`config.mk`:
```
export PLATFORM = sky130hd
export DESIGN_NAME = calc_cmd_driver
export DESIGN_NICKNAME = d
export VERILOG_FILES = /design/src/rtl/calc_cmd_driver_pkg.sv /design/src/rtl/calc_cmd_driver_watchdog.sv /design/src/rtl/calc_cmd_driver.sv
export SDC_FILE = /design/constraint.sdc
export NUM_CORES = 1
export LEC_CHECK = 0
export BUFFER_PORTS_ARGS = -buffer_cell sky130_fd_sc_hd__buf_2
export CAP_MARGIN = 40
export CORE_MARGIN = 5
export CORE_UTILIZATION = 40
export DETAILED_ROUTE_END_ITERATION = 16
export PLACE_DENSITY_LB_ADDON = 0.05
export SLEW_MARGIN = 20
export SYNTH_ARGS = -nofsm -noshare
export SYNTH_HDL_FRONTEND = slang
export SYNTH_SLANG_ARGS = --single-unit
```
`constraint.sdc`:
```
create_clock -name clk -period 3.8 [get_ports clk]
set_input_delay 0.57 -clock clk [delete_from_list [all_inputs] [get_ports clk]]
set_output_delay 0.57 -clock clk [all_outputs]
set_load 0.01 [all_outputs]
```
`src/rtl/calc_cmd_driver_pkg.sv`:
```
// Shared calculator types, driver constants and the driver state encoding.
package definitions;

    typedef enum logic [2:0] {
        OP_ADD = 3'd0,
        OP_SUB = 3'd1,
        OP_MUL = 3'd2,
        OP_AND = 3'd3,
        OP_OR  = 3'd4,
        OP_XOR = 3'd5
    } opcodes_t;

    typedef logic [7:0] result_t;

    localparam int CALC_OPERAND_WIDTH = 4;
    localparam int CALC_OPCODE_WIDTH  = 3;

    typedef enum logic [2:0] {
        ST_IDLE,
        ST_START,
        ST_SEND_A,
        ST_SEND_B,
        ST_SEND_OP,
        ST_WAIT_DONE,
        ST_RESP
    } calc_drv_state_t;

endpackage

```
`src/rtl/calc_cmd_driver_watchdog.sv`:
```
// Cycle counter for the WAIT_DONE phase; expired_o is high during the
// TIMEOUT_CYCLES-th enabled cycle after a clear, and stays high until cleared.
module calc_drv_watchdog #(
    parameter int TIMEOUT_CYCLES = 15
) (
    input  logic clk,
    input  logic rst_n,
    input  logic clr_i,
    input  logic en_i,
    output logic expired_o
);

    localparam int CW = $clog2(TIMEOUT_CYCLES + 1);
    localparam logic [CW-1:0] LAST = CW'(TIMEOUT_CYCLES - 1);

    logic [CW-1:0] cnt_q;

    always_ff @(posedge clk or negedge rst_n) begin
        if (!rst_n) begin
            cnt_q <= '0;
        end else if (clr_i) begin
            cnt_q <= '0;
        end else if (en_i && (cnt_q != LAST)) begin
            cnt_q <= cnt_q + CW'(1);
        end
    end

    assign expired_o = en_i && (cnt_q == LAST);

endmodule

```
`src/rtl/calc_cmd_driver.sv`:
```
// Sequences one (a, b, op) request into iniciar + 3 dados words and returns the calculator result.
// Latency: handshake H -> iniciar H+1 -> rsp_valid one cycle after pronto (H+7 with a compliant calculator).
// Backpressure: req_ready only in IDLE; RESP holds until rsp_ready. CALC_DRV_TIMEOUT_EN adds the WAIT_DONE abort.
module calc_cmd_driver
    import definitions::*;
#(
    parameter int WORD_WIDTH     = 8,
    parameter int OPERAND_WIDTH  = CALC_OPERAND_WIDTH,
    parameter int TIMEOUT_CYCLES = 15
) (
    input  logic                     clk,
    input  logic                     rst_n,
    input  logic                     req_valid,
    output logic                     req_ready,
    input  logic [OPERAND_WIDTH-1:0] req_a,
    input  logic [OPERAND_WIDTH-1:0] req_b,
    input  opcodes_t                 req_op,
    output logic                     iniciar,
    output logic [WORD_WIDTH-1:0]    dados,
    input  logic                     pronto,
    input  result_t                  result,
    output logic                     rsp_valid,
    input  logic                     rsp_ready,
    output result_t                  rsp_result,
    output logic                     rsp_err
);

    if ((OPERAND_WIDTH > WORD_WIDTH) || (CALC_OPCODE_WIDTH > WORD_WIDTH) || (TIMEOUT_CYCLES < 2)) begin : g_bad_cfg
        $error("calc_cmd_driver: illegal parameter combination");
    end

    calc_drv_state_t            state_q;
    logic [OPERAND_WIDTH-1:0]   a_q;
    logic [OPERAND_WIDTH-1:0]   b_q;
    opcodes_t                   op_q;
    logic                       req_ready_q;
    logic                       iniciar_q;
    logic [WORD_WIDTH-1:0]      dados_q;
    logic                       rsp_valid_q;
    result_t                    rsp_result_q;
    logic                       rsp_err_q;
    logic                       timeout_w;

`ifdef CALC_DRV_TIMEOUT_EN
    calc_drv_watchdog #(
        .TIMEOUT_CYCLES (TIMEOUT_CYCLES)
    ) u_watchdog (
        .clk       (clk),
        .rst_n     (rst_n),
        .clr_i     (state_q == ST_SEND_OP),
        .en_i      (state_q == ST_WAIT_DONE),
        .expired_o (timeout_w)
    );
`else
    assign timeout_w = 1'b0;
`endif

    // Outputs are registered: each transition loads the values of the state being entered.
    always_ff @(posedge clk or negedge rst_n) begin
        if (!rst_n) begin
            state_q      <= ST_IDLE;
            a_q          <= '0;
            b_q          <= '0;
            op_q         <= OP_ADD;
            req_ready_q  <= 1'b1;
            iniciar_q    <= 1'b0;
            dados_q      <= '0;
            rsp_valid_q  <= 1'b0;
            rsp_result_q <= '0;
            rsp_err_q    <= 1'b0;
        end else begin
            case (state_q)
                ST_IDLE: begin
                    if (req_valid && req_ready_q) begin
                        a_q         <= req_a;
                        b_q         <= req_b;
                        op_q        <= req_op;
                        req_ready_q <= 1'b0;
                        iniciar_q   <= 1'b1;
                        dados_q     <= '0;
                        state_q     <= ST_START;
                    end
                end
                ST_START: begin
                    iniciar_q <= 1'b0;
                    dados_q   <= WORD_WIDTH'(a_q);
                    state_q   <= ST_SEND_A;
                end
                ST_SEND_A: begin
                    dados_q <= WORD_WIDTH'(b_q);
                    state_q <= ST_SEND_B;
                end
                ST_SEND_B: begin
                    dados_q <= WORD_WIDTH'(op_q);
                    state_q <= ST_SEND_OP;
                end
                ST_SEND_OP: begin
                    dados_q <= '0;
                    state_q <= ST_WAIT_DONE;
                end
                ST_WAIT_DONE: begin
                    // pronto takes priority over a timeout expiring in the same cycle
                    if (pronto) begin
                        rsp_result_q <= result;
                        rsp_err_q    <= 1'b0;
                        rsp_valid_q  <= 1'b1;
                        state_q      <= ST_RESP;
                    end else if (timeout_w) begin
                        rsp_result_q <= '0;
                        rsp_err_q    <= 1'b1;
                        rsp_valid_q  <= 1'b1;
                        state_q      <= ST_RESP;
                    end
                end
                ST_RESP: begin
                    if (rsp_ready) begin
                        rsp_valid_q <= 1'b0;
                        req_ready_q <= 1'b1;
                        state_q     <= ST_IDLE;
                    end
                end
                default: begin
                    rsp_valid_q <= 1'b0;
                    iniciar_q   <= 1'b0;
                    dados_q     <= '0;
                    req_ready_q <= 1'b1;
                    state_q     <= ST_IDLE;
                end
            endcase
        end
    end

    assign req_ready  = req_ready_q;
    assign iniciar    = iniciar_q;
    assign dados      = dados_q;
    assign rsp_valid  = rsp_valid_q;
    assign rsp_result = rsp_result_q;
    assign rsp_err    = rsp_err_q;

endmodule
```
### After elaboration in Yosys (flattened, before gate mapping)

Index checks and enable logic that the tools add are counted.

| word-level totals | value |
|---|---|
| flip-flop bits (word level) | 33 |
| bits of input ports | 24 |

| operators by class | value |
|---|---|
| equal/unequal tests | 9 |
| mux-type cells | 14 |
| bitwise logic cells | 4 |
| reductions and logical operators | 13 |

Operators by type and width:

| cell | number |
|---|---|
| $pmux 8 s5 | 1 |
| $pmux 3 s7 | 1 |
| $reduce_or 5->1 | 3 |
| $eq 3x3->1 const B | 3 |
| $mux 3 | 3 |
| $reduce_and 3->1 | 3 |
| $mux 8 | 1 |
| $reduce_and 2->1 | 4 |
| $eq 3x2->1 const B | 2 |
| $ne 2x2->1 const B | 3 |
| $pmux 1 s3 | 2 |
| $mux 1 | 5 |
| $not 1->1 | 4 |
| $eq 3x1->1 const B | 1 |
| $logic_not 3->1 | 1 |
| $pmux 1 s2 | 1 |
| $reduce_or 2->1 | 1 |
| $logic_and 1x1->1 | 1 |

### Logic depth before layout (Yosys ltp)

| depth | value |
|---|---|
| depth in word-level cells | 4 |
| mapped depth | 6 |
| mapped depth without buffers | 5 |

### Worst setup path after synthesis

No wires, ideal clock.

| path | value |
|---|---|
| kind | input port to flip-flop |
| start point | in req_valid |
| end point | reg dados_q[3] (netlist: dados[3]) |
| library setup time | 65 ps |
| arrival | 1379 ps |
| slack | 2356 ps |
| stages | 3 |
| buffers on the path | 0 |
| path through | a2111oi_0 a211o_1 a22o_1 |

| on the way | value |
|---|---|
| cells in the longest elaborated chain, start to end | 3 |

Ends and longest elaborated chain:

| what | line | source |
|---|---|---|
| start, declared | calc_cmd_driver.sv:13 | `input logic req_valid,` |
| $logic_and 1x1->1 | calc_cmd_driver.sv:74 | `if (req_valid && req_ready_q) begin` |
| $ne 2x2->1 (no source line) | -- |  |
| $reduce_and 2->1 (no source line) | -- |  |
| end signal, assigned | calc_cmd_driver.sv:86 | `dados_q <= WORD_WIDTH'(a_q);` |
| end signal, assigned | calc_cmd_driver.sv:90 | `dados_q <= WORD_WIDTH'(b_q);` |
| end signal, assigned | calc_cmd_driver.sv:94 | `dados_q <= WORD_WIDTH'(op_q);` |
| end, declared | calc_cmd_driver.sv:38 | `logic [WORD_WIDTH-1:0] dados_q;` |

No other way between the ends.
A chain may end at the register's enable or synchronous reset.

### Worst setup path in the final report

| path | value |
|---|---|
| start point | reg state_q[0] |
| end point | reg b_q[0] |

| on the way | value |
|---|---|
| cells in the longest elaborated chain, start to end | 2 |

Ends and longest elaborated chain:

| what | line | source |
|---|---|---|
| start, declared | calc_cmd_driver.sv:32 | `calc_drv_state_t state_q;` |
| start signal, assigned | calc_cmd_driver.sv:61 | `state_q <= ST_IDLE;` |
| start signal, assigned | calc_cmd_driver.sv:81 | `state_q <= ST_START;` |
| start signal, assigned | calc_cmd_driver.sv:87 | `state_q <= ST_SEND_A;` |
| $logic_not 3->1 | calc_cmd_driver.sv:72 | `case (state_q)` |
| $reduce_and 2->1 (no source line) | -- |  |
| end signal, assigned | calc_cmd_driver.sv:76 | `b_q <= req_b;` |
| end, declared | calc_cmd_driver.sv:34 | `logic [OPERAND_WIDTH-1:0] b_q;` |

No other way between the ends.

==> flow_metrics.py <==
metrics = {
    "sta": {
        "finClkSkew_ns": 0.00737,
        "final.min_clock_period_ns": 1.86,
        "slew_viol_final": 0,
        "finalCritPeriodShare": 0.488,
        "finalHoldWorstSlack_ns": 0.258,
        "slew_headroom": 0.559,
        "worst_slew_pin_slew_ns": 0.662,
        "fmax_mhz": 539,
        "hold_viol_final": 0,
        "rsz0062_at_grt": "no",
        "finalSetupViolations": 0,
        "fin_setup_tns_ns": 0,
    },
    "clocking": {
        "cts_max_level": 2,
        "cts_sinks": 29,
        "cts_tree": "built",
        "cts_hold_buffers": 0,
        "numCtsBuffers": 5,
        "clk_pin_slew_ns": 0.10,
        "insertion_delay_ns": 0.32,
        "clock_path_buffers": 2,
        "clockRootBuffer": "clkbuf_4",
        "cts_resized": 0,
        "post-cts-setup-buffer-count": 0,
    },
    "drt": {
        "detail_route.iter0.violations": 57,
        "viasPerCell": 5.02,
        "route.antenna.remaining_nets": 0,
        "vias": 1010,
        "wirelength_um": 2850,
        "wl_per_cell_um": 14.2,
        "firstDrtPassIters": 4,
        "route.detailed.drc": 0,
    },
    "global_routing": {
        "use_met1": 0.133,
        "antenna_found_initial": 0,
        "overflow": 0,
        "grt_pass1_vias": 1020,
        "grt_pass1_wl_um": 4750,
        "grt_max_degree": 30,
        "grt-busiest-layer": "met2",
        "grtUsageMet3": 0.0536,
        "track_usage": 0.125,
        "grt_use_met2": 0.214,
    },
    "synth": {
        "syn_area_per_cell_um2": 12.1,
        "ys_warn_count": 0,
        "synth_top_area_frac": 0.500,
        "syn_inst": 116,
        "synth_area_leader_cell": "dfrtp_1",
        "yosysSeqAreaShare": 0.519,
        "ys_ff_latch": 29,
        "synthFlopType": "dfrtp_1",
        "syn_area_um2": 1400,
        "synth_edf_count": 0,
        "synth_area_leaders": "dfrtp_1 50%, mux2_2 15%, buf_4 3.2%",
        "async_reset_ff_frac": 1.00,
        "synth_cell_type_count": 36,
    },
    "critical_path": {
        "worstSetupPathType": "reg -> reg",
        "slowest_stage": "dfrtp_1",
        "cp.required_ns": 4.01,
        "crit_path_max_incr_delay_ns": 0.63,
        "path_max_fanout": 20,
        "r2r-start": "state_q[0]",
        "worstPathArrival_ns": 2.06,
        "reg2reg_depth": 3,
        "endpoint_kind": "flop",
        "start_kind": "flop",
        "cp-startpoint": "state_q[0]",
        "worstPathCellList": "nor3_1 > nand3_1 > mux2_2",
    },
    "final_layout": {
        "antenna_cells": 0,
        "area_growth_pct": 19.9,
        "finalInstanceArea_um2": 1680,
        "drive_gt1_frac": 0.419,
        "layout_common_cells": "38 x buf_2, 28 x dfrtp_1, 19 x mux2_2",
        "nFillCells": 342,
        "fin_util": 0.500,
        "layout.nets": 181,
        "layout_commonest_cell": "buf_2",
    },
    "placed_design": {
        "gp_congestion": 0.767,
        "dp_hpwl_um": 2060,
        "placed_cell_area_um2": 1600,
        "io_buffers": 38,
    },
    "floorplanning": {
        "die_w_um": 69.2,
        "die_height_um": 69.2,
        "pin_count": 44,
        "dieArea_um2": 4790,
        "start_util": 0.417,
        "core-area_um2": 3360,
        "rows": 21,
    },
    "power_and_ir_drop": {
        "vdd_ir_drop_max_v": 0.000296,
        "power.density_nw_per_um2": 794,
        "leakage_nw": 0.805,
        "finalPower_mw": 1.33,
    },
    "min_path": {
        "hold_class": "in -> async",
    },
    "run_status": {
        "status": "finished clean",
    },
    "flow_run": {
        "cap_viol_max_count": 0,
    },
}
-- final timing paths --
path	endpoint	slack, ns
worst min register to register	rsp_result[2]	0.51
worst min-delay path	state_q[1]	0.26
min in group clk	rsp_result[1]	0.47
worst max-delay path	b_q[0]	1.94
max in group asynchronous	rsp_result[6]	3.12
worst max register to register	b_q[0]	1.94
-- metrics by stage --
step,setup slack (ns),std cells
floorplan,2.36,120
detailed placement,1.90,193
global placement,1.95,193
CTS,1.88,201
finish,1.94,201
global route,1.79,201
-- cell type report --
| cell class | instances | area, um2 | area share |
|---|---|---|---|
| clock buffer | 7 | 55.1 | 0.0328 |
| clock inverter | 1 | 30.0 | 0.0179 |
| inverter | 3 | 11.3 | 0.00670 |
| multi-input combinational | 77 | 609 | 0.363 |
| sequential | 29 | 727 | 0.433 |
| tap | 46 | 57.6 | 0.0343 |
| timing repair buffer | 38 | 190 | 0.113 |
-- metal layers --
layer	up-vias	part of all wire	wire length (um)
li1	496	-	-
met1	482	0.42	1210
met2	28	0.50	1430
met3	4	0.060	171
met4	0	0.013	38
met5	-	0	0
-- synth_stat cells, drive strengths merged, types with 3 or more instances --
cell type,number
dfrtp,28
mux2,19
buf,10
nor2,7
nand2b,4
a221o,3
ha,3
inv,3
mux2i,3
nor2b,3
o21ai,3
o32ai,3
-- cell families (layout without fill, tap and decap cells) --
kind of cell | after synthesis | after routing | share of synthesized area
flip-flops | 29 | 29 | 0.519
adder cells (fa/ha/maj) | 3 | 3 | 0.0268
multiplexers | 22 | 22 | 0.174
AO/OA/AOI/OAI | 24 | 24 | 0.134
AND/OR/NAND/NOR | 23 | 23 | 0.0866
buffers and inverters | 14 | 49 | 0.0571
other | 1 | 5 | 0.00268
-- critical path, delay by kind of cell, from the launching register on --
kind	cells	cell delay, ns
and+or+nand+nor	2	0.69
DFF	1	0.63
muxes	1	0.42
-- power by group --
part           internal [mW]  switching (mW)  total (mW)  leakage, nW
sequential             0.452           0.135       0.587        0.353
combinational          0.269           0.215       0.484        0.406
clock                  0.157           0.106       0.263       0.0455
total                  0.878           0.456        1.33        0.805
-- flip-flops by register name (all words and copies together) (netlist names) --
signal and flops:
dados 4, state_q 3, b_q 4, rsp_valid 1
req_ready 1, rsp_result 8, iniciar 1, op_q 3
a_q 4
No activity file was read; power rests on OpenSTA's default activity.
